### config.mk
export PLATFORM = sky130hd
export DESIGN_NAME = pwm_capture_flat
export DESIGN_NICKNAME = d
export VERILOG_FILES = /design/src/rtl/pwm_capture_if.sv /design/src/rtl/pwm_capture.sv /design/src/flat_wrapper.sv
export SDC_FILE = /design/constraint.sdc
export NUM_CORES = 1
export LEC_CHECK = 0
export ABC_AREA = 1
export CORE_ASPECT_RATIO = 1.1
export CORE_MARGIN = 8
export CORE_UTILIZATION = 60
export DETAILED_ROUTE_END_ITERATION = 10
export PLACE_DENSITY = 0.85
export SYNTH_ARGS = -nofsm -noshare
export SYNTH_HDL_FRONTEND = slang
export SYNTH_SLANG_ARGS = --single-unit
### constraint.sdc
create_clock -name clk -period 4.3 [get_ports clk]
set_input_delay 0.43 -clock clk [delete_from_list [all_inputs] [get_ports clk]]
set_output_delay 0.43 -clock clk [all_outputs]
set_load 0.005 [all_outputs]
### src/rtl/pwm_capture_if.sv
// Signal bundle between a PWM capture block and its user: enable and raw PWM in,
// measurement results and timeout status out.
interface pwm_capture_if #(
    parameter int CNT_W = 24
);
    logic             en;
    logic             pwm_in;
    logic [CNT_W-1:0] period;
    logic [CNT_W-1:0] high_time;
    logic             meas_valid;
    logic             timeout;
    logic             stuck_level;

    modport master (
        output en, pwm_in,
        input  period, high_time, meas_valid, timeout, stuck_level
    );

    modport slave (
        input  en, pwm_in,
        output period, high_time, meas_valid, timeout, stuck_level
    );
endinterface

### src/rtl/pwm_capture.sv
// Measures period and high time of an asynchronous PWM input in clk cycles,
// with a no-edge timeout that reports the level the input got stuck at.
module pwm_capture #(
    parameter int CNT_W   = 24,
    parameter int TIMEOUT = 2_500_000
) (
    input  logic         clk,
    input  logic         rstn,
    pwm_capture_if.slave bus
);

    localparam longint MAX_CNT = longint'((64'd1 << CNT_W) - 64'd1);
    localparam logic [CNT_W-1:0] TO_LAST = CNT_W'(TIMEOUT - 1);
    localparam logic [CNT_W-1:0] ONE     = CNT_W'(1);

    // The counter stops at TIMEOUT-1, so this bound guarantees it never wraps.
    generate
        if (TIMEOUT < 1 || longint'(TIMEOUT) > MAX_CNT) begin : g_bad_timeout
            $error("pwm_capture: TIMEOUT must lie in 1 .. 2**CNT_W-1");
        end
    endgenerate

    typedef enum logic [1:0] {
        S_ARM,
        S_HIGH,
        S_LOW
    } state_t;

    state_t           r_state;
    logic             r_sync1;
    logic             r_sync2;
    logic             r_hist;
    logic [CNT_W-1:0] r_cnt;
    logic [CNT_W-1:0] r_pend_high;
    logic [CNT_W-1:0] r_period;
    logic [CNT_W-1:0] r_high_time;
    logic             r_meas_valid;
    logic             r_timeout;
    logic             r_stuck_level;

    logic w_rise;
    logic w_fall;
    logic w_cnt_last;

    assign w_rise     = r_sync2 & ~r_hist;
    assign w_fall     = ~r_sync2 & r_hist;
    assign w_cnt_last = (r_cnt == TO_LAST);

    // NOTE: non-blocking assignments let the synchronizer shift exactly one stage per edge.
    always_ff @(posedge clk or negedge rstn) begin
        if (!rstn) begin
            r_state       <= S_ARM;
            r_sync1       <= 1'b0;
            r_sync2       <= 1'b0;
            r_hist        <= 1'b0;
            r_cnt         <= '0;
            r_pend_high   <= '0;
            r_period      <= '0;
            r_high_time   <= '0;
            r_meas_valid  <= 1'b0;
            r_timeout     <= 1'b0;
            r_stuck_level <= 1'b0;
        end else begin
            r_sync1      <= bus.pwm_in;
            r_sync2      <= r_sync1;
            r_hist       <= r_sync2;
            r_meas_valid <= 1'b0;

            if (!bus.en) begin
                r_state <= S_ARM;
                r_cnt   <= '0;
            end else begin
                case (r_state)
                    S_ARM: begin
                        if (w_rise) begin
                            r_cnt   <= '0;
                            r_state <= S_HIGH;
                        end
                    end
                    S_HIGH: begin
                        if (w_fall) begin
                            r_pend_high <= r_cnt + ONE;
                            r_cnt       <= r_cnt + ONE;
                            r_state     <= S_LOW;
                        end else if (w_cnt_last) begin
                            r_state       <= S_ARM;
                            r_timeout     <= 1'b1;
                            r_stuck_level <= r_sync2;
                        end else begin
                            r_cnt <= r_cnt + ONE;
                        end
                    end
                    S_LOW: begin
                        // A rise landing on the last count wins over the timeout.
                        if (w_rise) begin
                            r_period     <= r_cnt + ONE;
                            r_high_time  <= r_pend_high;
                            r_meas_valid <= 1'b1;
                            r_timeout    <= 1'b0;
                            r_cnt        <= '0;
                            r_state      <= S_HIGH;
                        end else if (w_cnt_last) begin
                            r_state       <= S_ARM;
                            r_timeout     <= 1'b1;
                            r_stuck_level <= r_sync2;
                        end else begin
                            r_cnt <= r_cnt + ONE;
                        end
                    end
                    default: r_state <= S_ARM;
                endcase
            end
        end
    end

    assign bus.period      = r_period;
    assign bus.high_time   = r_high_time;
    assign bus.meas_valid  = r_meas_valid;
    assign bus.timeout     = r_timeout;
    assign bus.stuck_level = r_stuck_level;

endmodule

### src/flat_wrapper.sv
// flat-port wrapper written by rule: the top's interface ports become plain ports
module pwm_capture_flat 
#(
    parameter int CNT_W   = 24,
    parameter int TIMEOUT = 2_500_000
)
  (clk, rstn, bus_en, bus_pwm_in, bus_period, bus_high_time, bus_meas_valid, bus_timeout, bus_stuck_level);
  pwm_capture_if #(.CNT_W(CNT_W)) bus_i ();
  input  logic clk;
  input  logic rstn;
  input wire logic [$bits(bus_i.en)-1:0] bus_en;
  input wire logic [$bits(bus_i.pwm_in)-1:0] bus_pwm_in;
  output wire logic [$bits(bus_i.period)-1:0] bus_period;
  output wire logic [$bits(bus_i.high_time)-1:0] bus_high_time;
  output wire logic [$bits(bus_i.meas_valid)-1:0] bus_meas_valid;
  output wire logic [$bits(bus_i.timeout)-1:0] bus_timeout;
  output wire logic [$bits(bus_i.stuck_level)-1:0] bus_stuck_level;
  assign bus_i.en = bus_en;
  assign bus_i.pwm_in = bus_pwm_in;
  assign bus_period = bus_i.period;
  assign bus_high_time = bus_i.high_time;
  assign bus_meas_valid = bus_i.meas_valid;
  assign bus_timeout = bus_i.timeout;
  assign bus_stuck_level = bus_i.stuck_level;
  pwm_capture #(.CNT_W(CNT_W), .TIMEOUT(TIMEOUT)) u_core (.clk(clk), .rstn(rstn), .bus(bus_i));
endmodule
==> qor.yml, run 1 <==
sta:
  period_share: 0.607
  hold_viol_final: 0
  period_needed_ns: 2.61
  fmax_ghz: 0.383
  tns_ns: 0
  hold_ws_ns: 0.143
  skew_ns: 0.0103
  setup_violations: 0
  max_slew_margin: 0.366
  worst_slack_ns: 1.69
  slew_violations: 0
  rsz0062_at_grt: "no"
  worst_pin_slew_ns: 0.949
die:
  start_util: 0.608
  core_area_mm2: 0.00778
  die_h_um: 109
  pin_count: 55
  rows: 34
  fp.dieW_um: 101
  die-area_mm2: 0.0110
global_routing:
  grt_max_degree: 72
  grt_pass1_wl_um: 17900
  grt_pass1_vias: 3740
  grt-ovfl-total: 0
  grt.total_usage: 0.207
  antenna_found_initial: 0
clocking:
  clock_path_buffers: 2
  numCtsBuffers: 9
  h-tree-depth: 3
  worstSkewPairLatency_ns: 0.37
  post_cts_resized: 0
  clock_sinks: 104
  clkTransAtPathRegs_ns: 0.10
  cts_root_buffer: "clkbuf_8"
  cts_setup_buffers: 0
  cts_tree: "built"
  ctsHoldBuffers: 0
routing:
  ant_nets: 0
  wl_per_cell_um: 14.7
  drtIter0Drc: 236
  wirelength_um: 10800
  drtPass1Iterations: 5
  drc: 0
  vias_per_cell: 5.30
  vias: 3887
placed_design:
  placed_area_mm2: 0.00535
  place_hpwl_um: 8080
  dp_slack_ns: 1.55
  place_congestion: 0.936
  port_buffers: 54
setup_path:
  rr_endpoint: "u_core.bus.high_time[5]$_DFFE_PN0P_"
  critPathArrivalTime_ns: 2.87
  setup.worst_path.start_class: "flop"
  reg2reg_from: "u_core.r_state[0]$_DFFE_PN0P_"
  path_max_fanout: 71
  worst_setup_path_end_kind: "flop"
  rrSetupSlack_ns: 1.69
  crit_type: "flop to flop"
  r2r_cells: 8
  critPathRequiredTime_ns: 4.57
layout:
  final_layout_size_suffix_gt1_frac: 0.0832
  finalInstanceArea_mm2: 0.00555
  syn2layout_area_growth_pct: 17.3
  n_antenna_cell: 0
  fin_nets: 629
synthesis:
  synth.avg_cell_area_um2: 8.33
  syn_inst: 568
  synth_nets: 577
  synth_top_area_frac: 0.550
  synth_area_leaders: "dfrtp_1 (55%), nand2_1 (16%), o21ai_0 (5.2%)"
  ys_seq_area_frac: 0.550
  synth-seq-cells: 104
  yosysTopAreaCell: "dfrtp_1"
  ys_warn_count: 0
  yosysUniqueCellTypes: 32
  netlist_area_mm2: 0.00473
power:
  peakVddDrop_mv: 0.184
  power_density_mw_per_mm2: 376
  p_leak_nw: 2.65
outcome:
  run_status: "completed"
min_path:
  hold_class: "input pin to asynchronous set/reset pin"
run:
  drv_cap: 0
==> sequential cells by signal (all words and copies together), names as in the netlist <==
name	cells
u_core.bus.high_time	24
u_core.bus.period	24
u_core.r_cnt	24
u_core.r_pend_high	24
u_core.r_state	2
u_core.bus.meas_valid	1
u_core.bus.stuck_level	1
u_core.bus.timeout	1
u_core.r_hist	1
u_core.r_sync1	1
u_core.r_sync2	1
==> cells by family after synthesis <==
group                      Yosys count  share of synthesized area
and+or+nand+nor                    300                      0.271
DFF                                104                      0.550
buffers and inverters               75                     0.0619
AOI/OAI and AO/OA                   74                     0.0836
xor gates and xnor gates            10                     0.0201
adders and majority gates            5                     0.0132
==> routing by layer <==
layer	up-vias	GRT usage	routed length, um
met3	17	0.0453	819
met5	-	0	0
met2	114	0.354	5290
met4	0	0.0692	202
met1	1854	0.253	4480
li1	1902	-	-
==> worst max-delay path, stage by stage, from the launching register on <==
cell     delay, ns
dfrtp_1       0.44
inv_1         0.12
ha_1          0.18
inv_1         0.08
nor2_1        0.16
inv_2         0.08
nor2_4        0.50
inv_2         0.56
o21ai_0       0.36
==> area by class of cell <==
class,count,area (um2)
clock buffers,11,151
clock inverters,5,47.5
fillers,616,2230
inverters,60,225
multi-input cells,389,1840
flip-flops and latches,104,2600
well taps,108,135
repair buffers,56,553
==> where the power goes <==
group          internal, W  switching (W)
registers          0.00109      0.0000591
clock network     0.000253       0.000349
logic             0.000153       0.000182
total              0.00149       0.000591
==> cell usage after synthesis (all sizes together) <==
cell,n
xnor2,2
inv,60
nor2,42
ha,5
buf,5
nor4,3
nor3b,1
nand2,212
a31oi,3
or2,2
xor2,8
o21ai,59
nand4,7
a21oi,2
dfrtp,104
nand3,29
clkbuf,10
o21bai,1
nor3,4
o22ai,9
==> cells in the final DEF, fill, tap and decap left out, types with 3 or more instances in the layout <==
cell type and instances:
nand2_1 204, dfrtp_1 104, inv_1 53, clkdlybuf4s50_1 53, o21ai_0 49, nor2_1 33, nand3_1 26, clkbuf_8 11
o22ai_1 9, nand2_2 8, o21ai_1 8, inv_2 7, xor2_1 7, nand4_1 7, nor2_2 6, ha_1 5
nor2_4 3, nand3_2 3, a31oi_1 3, nor4_1 3, buf_4 3
==> worst max path at each step <==
stage / start / to / slack, ns
floorplan: u_core.r_state[0]$_DFFE_PN0P_ / u_core.bus.period[11]$_DFFE_PN0P_ / 2.69
global placement: bus_en / u_core.bus.high_time[0]$_DFFE_PN0P_ / 1.71
detailed placement: bus_en / u_core.bus.high_time[5]$_DFFE_PN0P_ / 1.55
CTS: u_core.r_state[0]$_DFFE_PN0P_ / u_core.bus.high_time[5]$_DFFE_PN0P_ / 1.64
global route: u_core.r_state[0]$_DFFE_PN0P_ / u_core.bus.period[19]$_DFFE_PN0P_ / 1.40
finish: u_core.r_state[0]$_DFFE_PN0P_ / u_core.bus.high_time[5]$_DFFE_PN0P_ / 1.69
==> stage by stage <==
| step | total power, W | cells | util |
|---|---|---|---|
| final | 0.00208 | 733 | 0.713 |
| after CTS | 0.00210 | 733 | 0.713 |
| after floorplan | 0.00132 | 568 | - |
| after detailed placement | 0.00151 | 717 | 0.688 |
| after global routing | 0.00218 | 733 | 0.713 |
| after global placement | 0.00149 | 717 | 0.688 |
(Power assumes the default switching activity.)
==> inputs of run 2 (changes only) <==
--- a/config.mk
+++ b/config.mk
@@ -8,9 +8,9 @@
 export ABC_AREA = 1
 export CORE_ASPECT_RATIO = 1.1
 export CORE_MARGIN = 8
-export CORE_UTILIZATION = 60
+export CORE_UTILIZATION = 56
 export DETAILED_ROUTE_END_ITERATION = 10
-export PLACE_DENSITY = 0.85
+export PLACE_DENSITY = 0.8
 export SYNTH_ARGS = -nofsm -noshare
 export SYNTH_HDL_FRONTEND = slang
 export SYNTH_SLANG_ARGS = --single-unit
==> constraint.sdc (replaced) <==
create_clock -name clk -period 2.6 [get_ports clk]
set_input_delay 0.26 -clock clk [delete_from_list [all_inputs] [get_ports clk]]
set_output_delay 0.26 -clock clk [all_outputs]
set_load 0.005 [all_outputs]
==> run 2 against run 1 <==
  * Clock power rose by 68%
  * Largest cell class unchanged
  * Cell count rose by 1.1%
  * Hold slack improved by 0.18 ns
  * Register-to-register slack got worse by 1.2 ns
  * Power rose by 67%
  * Design area rose by 1.3%
  * Non-clock buffer count rose by 6
  * Critical path depth rose by 2
==> qor.yml, run 2 (same netlist as run 1, synthesis figures left out) <==
sta:
  max_slew_margin: 0.570
  slew_violations: 0
  hold_viol_final: 0
  fmax_ghz: 0.472
  tns_ns: 0
  rsz0062_at_grt: "no"
  skew_ns: 0.0129
  worst_pin_slew_ns: 0.645
  setup_violations: 0
  period_share: 0.815
  period_needed_ns: 2.12
min_path:
  min_to: "u_core.r_sync1$_DFF_PN0_"
  hold_start: "bus_pwm_in"
  hold_class: "input pin to flop"
  hold_depth: 1
layout:
  final_common_cell: "nand2_1"
  n_antenna_cell: 0
  final_layout_size_suffix_gt1_frac: 0.0873
  utilization: 0.679
  nFillCells: 669
  final_cell_mix: "nand2_1 (204), dfrtp_1 (104), inv_1 (53), clkdlybuf4s50_1 (53), o21ai_0 (49)"
  syn2layout_area_growth_pct: 18.8
  fin_nets: 635
  finalInstanceArea_mm2: 0.00562
power:
  peakVddDrop_mv: 0.309
  totalPowerFinal_w: 0.00349
  p_leak_nw: 2.69
  power_density_mw_per_mm2: 620
setup_path:
  r2r_cells: 10
  path_max_fanout: 12
  reg2reg_from: "u_core.r_state[1]$_DFFE_PN0P_"
  critPathArrivalTime_ns: 2.41
  crit_type: "flop to flop"
  critPathRequiredTime_ns: 2.89
  rrSetupSlack_ns: 0.48
  setup.worst_path.start_class: "flop"
  rr_endpoint: "u_core.r_cnt[16]$_DFFE_PN0P_"
  worst_setup_path_end_kind: "flop"
outcome:
  run_status: "completed"
routing:
  ant_nets: 0
  drtPass1Iterations: 5
  wirelength_um: 11600
  vias_per_cell: 5.36
  drtIter0Drc: 248
  wl_per_cell_um: 15.6
  drc: 0
  vias: 3970
clocking:
  worstSkewPairLatency_ns: 0.36
  cts_root_buffer: "clkbuf_8"
  cts_setup_buffers: 0
  clock_path_buffers: 2
  h-tree-depth: 3
  numCtsBuffers: 9
  clkTransAtPathRegs_ns: 0.10
  cts_tree: "built"
  clock_sinks: 104
global_routing:
  grt_pass1_vias: 3875
  antenna_found_initial: 0
  grt.total_usage: 0.206
  grt_max_degree: 72
  grt_pass1_wl_um: 19800
  grt-ovfl-total: 0
die:
  die_h_um: 112
  start_util: 0.572
  pin_count: 55
  die-area_mm2: 0.0117
  core_area_mm2: 0.00828
  fp.dieW_um: 104
  rows: 35
placed_design:
  place_congestion: 0.921
  placed_area_mm2: 0.00542
  port_buffers: 54
  place_hpwl_um: 8520
run:
  drv_cap: 0
[run 2: cell count changes in the layout (fill, tap and decap cells not counted), sizes merged]
cell and change:
buf +5, clkinv -2, bufinv +1, clkbuf -1, clkinvlp +1, dlygate4sd3 +1
[run 2: timing repair]
item	in CTS	in global routing
hold buffers	1	0
endpoints found under the hold margin	47	0
gates resized for setup	0	0
[run 2: cell type report]
| cell class | count | area (um2) | share of cell area |
|---|---|---|---|
| clock inverter | 5 | 65.1 | 0.0116 |
| sequential | 104 | 2600 | 0.463 |
| inverter | 60 | 225 | 0.0401 |
| clock buffer | 10 | 128 | 0.0227 |
| timing repair buffer | 62 | 626 | 0.111 |
| multi-input combinational | 389 | 1840 | 0.327 |
| tap | 111 | 139 | 0.0247 |
[run 2: through the flow]
| step | setup WS (ns) | hold slack, ns | std cells |
|---|---|---|---|
| floorplan | 0.986 | -0.0356 | 568 |
| global placement | 0.558 | 0.321 | 725 |
| detailed placement | 0.508 | 0.329 | 725 |
| CTS | 0.510 | 0.318 | 741 |
| global route | 0.263 | 0.326 | 741 |
| finish | 0.482 | 0.325 | 741 |
[run 2: report_power, final]
group          internal (W)  total, W  switching [W]  leakage [nW]
clock network      0.000451   0.00101       0.000562        0.0909
registers           0.00180   0.00189      0.0000951          1.35
logic              0.000263  0.000578       0.000315          1.24
[run 2: routing by layer]
layer,vias up,GRT usage,part of all wire
li1,1919,-,-
met2,137,0.330,0.46
met3,17,0.0344,0.061
met4,0,0.0735,0.022
met5,-,0,0
met1,1897,0.276,0.45
[run 2: worst max-delay path by stage]
stage	to	depth (start not counted)	start	slack, ns
floorplan	u_core.bus.period[11]$_DFFE_PN0P_	10	u_core.r_state[0]$_DFFE_PN0P_	0.99
global placement	u_core.r_cnt[10]$_DFFE_PN0P_	8	bus_en	0.56
detailed placement	u_core.r_cnt[16]$_DFFE_PN0P_	8	bus_en	0.51
CTS	u_core.r_cnt[16]$_DFFE_PN0P_	10	u_core.r_state[1]$_DFFE_PN0P_	0.51
global route	u_core.r_cnt[8]$_DFFE_PN0P_	10	u_core.r_state[1]$_DFFE_PN0P_	0.26
finish	u_core.r_cnt[16]$_DFFE_PN0P_	10	u_core.r_state[1]$_DFFE_PN0P_	0.48
[run 2: worst max-delay path, stage by stage (launching register included)]
cell	delay (ns)
dfrtp_1	0.41
inv_1	0.13
ha_1	0.25
inv_1	0.07
nand4_1	0.08
nand2_1	0.12
nor2_2	0.20
inv_1	0.07
nor2_2	0.48
nand2_1	0.15
o21ai_2	0.09
==> inputs of run 3 (changes only) <==
--- a/config.mk
+++ b/config.mk
@@ -8,9 +8,9 @@
 export ABC_AREA = 1
 export CORE_ASPECT_RATIO = 1.1
 export CORE_MARGIN = 8
-export CORE_UTILIZATION = 56
+export CORE_UTILIZATION = 50
 export DETAILED_ROUTE_END_ITERATION = 10
-export PLACE_DENSITY = 0.8
+export PLACE_DENSITY = 0.75
 export SYNTH_ARGS = -nofsm -noshare
 export SYNTH_HDL_FRONTEND = slang
 export SYNTH_SLANG_ARGS = --single-unit
==> constraint.sdc (replaced) <==
create_clock -name clk -period 1.9 [get_ports clk]
set_input_delay 0.19 -clock clk [delete_from_list [all_inputs] [get_ports clk]]
set_output_delay 0.19 -clock clk [all_outputs]
set_load 0.005 [all_outputs]
==> run 3 against run 2 <==
  * Largest power group unchanged
  * Cell count increased by 2.7%
  * Sequential power increased by 37%
  * Core utilization decreased by 5.6 points
==> qor.yml, run 3 (same netlist as run 1, synthesis figures left out) <==
outcome:
  run_status: "completed"
die:
  core_area_mm2: 0.00931
  fp.dieW_um: 109
  rows: 37
  pin_count: 55
  die_h_um: 118
  start_util: 0.509
  die-area_mm2: 0.0128
power:
  peakVddDrop_mv: 0.540
  p_leak_nw: 2.77
  power_density_mw_per_mm2: 843
  totalPowerFinal_w: 0.00489
clocking:
  cts_tree: "built"
  numCtsBuffers: 9
  cts_root_buffer: "clkbuf_8"
  h-tree-depth: 3
  worstSkewPairLatency_ns: 0.38
  clock_sinks: 104
  clock_path_buffers: 2
  clkTransAtPathRegs_ns: 0.10
layout:
  final_common_cell: "nand2_1"
  final_cell_mix: "nand2_1 (203), dfrtp_1 (104), clkdlybuf4s50_1 (53), inv_1 (52), o21ai_0 (47)"
  finalInstanceArea_mm2: 0.00580
  syn2layout_area_growth_pct: 22.6
  final_layout_size_suffix_gt1_frac: 0.118
  nFillCells: 803
  n_antenna_cell: 0
  fin_nets: 648
setup_path:
  path_max_fanout: 6
  timing.critical_path.from: "u_core.r_cnt[1]$_DFFE_PN0P_"
  crit_type: "flop to flop"
  critPathRequiredTime_ns: 2.15
  critPathArrivalTime_ns: 2.03
  setup.worst_path.start_class: "flop"
  reg2reg_from: "u_core.r_cnt[1]$_DFFE_PN0P_"
  worst_setup_path_end_kind: "flop"
sta:
  max_slew_margin: 0.673
  skew_ns: 0.0119
  setup_violations: 0
  slew_violations: 0
  worst_pin_slew_ns: 0.486
  fmax_ghz: 0.559
  period_needed_ns: 1.79
  period_share: 0.942
  worst_slack_ns: 0.111
  hold_viol_final: 0
  rsz0062_at_grt: "yes"
global_routing:
  grt_pass1_vias: 3855
  antenna_found_initial: 0
  grt.total_usage: 0.190
  grt-ovfl-total: 0
  grt_pass1_wl_um: 19200
  grt_max_degree: 63
routing:
  vias_per_cell: 5.21
  wirelength_um: 11600
  wl_per_cell_um: 15.2
  drc: 0
  drtPass1Iterations: 5
  drtIter0Drc: 244
  vias: 3966
  ant_nets: 0
placed_design:
  port_buffers: 54
  dp_slack_ns: 0.103
  place_congestion: 0.945
  place_hpwl_um: 8680
  placed_area_mm2: 0.00553
min_path:
  hold_start: "bus_pwm_in"
  hold_class: "input pin to flop"
run:
  drv_cap: 0
[run 3: worst paths after layout]
kind | endpoint | slack [ns] | cells after the start
max reg2reg | u_core.r_pend_high[22]$_DFFE_PN0P_ | 0.11 | 12
min in group asynchronous | u_core.r_pend_high[0]$_DFFE_PN0P_ | 0.33 | 3
max in group asynchronous | u_core.r_cnt[14]$_DFFE_PN0P_ | 1.26 | 3
min reg2reg | u_core.r_sync2$_DFF_PN0_ | 0.36 | 0
max | u_core.r_pend_high[22]$_DFFE_PN0P_ | 0.11 | 12
min | u_core.r_sync1$_DFF_PN0_ | 0.24 | 1
[run 3: critical path, cell delays in order (launching register included)]
cell	delay [ns]
dfrtp_1	0.40
ha_2	0.19
nand2_1	0.08
inv_2	0.08
nand2_2	0.09
nor2_4	0.19
inv_1	0.09
nor2_2	0.17
nand2_1	0.08
nand2_1	0.08
nand2_1	0.07
nand2_1	0.05
o21ai_0	0.09
[run 3: layout make-up]
cell class | count | area [um2] | share of cell area
clock buffers | 10 | 138 | 0.0237
clock inverters | 6 | 65.1 | 0.0112
inverters | 60 | 225 | 0.0388
multi-input cells | 389 | 1870 | 0.322
flip-flops and latches | 104 | 2600 | 0.449
well taps | 117 | 146 | 0.0252
repair buffers | 75 | 756 | 0.130
[run 3: routing by layer]
metal	part of all wire	routed length, um	GRT usage
met5	0	0	0
met4	0.027	308	0.0925
met3	0.040	464	0.0241
met2	0.47	5430	0.297
met1	0.46	5380	0.253
[run 3: power by group]
| group | internal, W | leakage [nW] | switching [W] |
|---|---|---|---|
| Clock | 0.000650 | 0.103 | 0.000770 |
| Combinational | 0.000417 | 1.31 | 0.000461 |
| Sequential | 0.00246 | 1.35 | 0.000128 |
[run 3: timing repair]
| item | CTS | global route |
|---|---|---|
| endpoints found under the setup margin | 0 | 21 |
| setup buffers | 0 | 2 |
| hold endpoints to repair | 104 | 0 |
| gates resized for setup | 0 | 13 |
| hold buffers | 1 | 0 |
[run 3: through the flow]
stage	instances	TNS [ns]	util	hold slack, ns
6_report	761	0	0.623	0.244
5_1_grt	761	-0.0675	0.623	0.243
4_1_cts	759	0	0.618	0.223
3_5_place_dp	742	0	0.595	0.192
3_3_place_gp	742	0	0.595	0.188
2_1_floorplan	568	0	-	-0.106
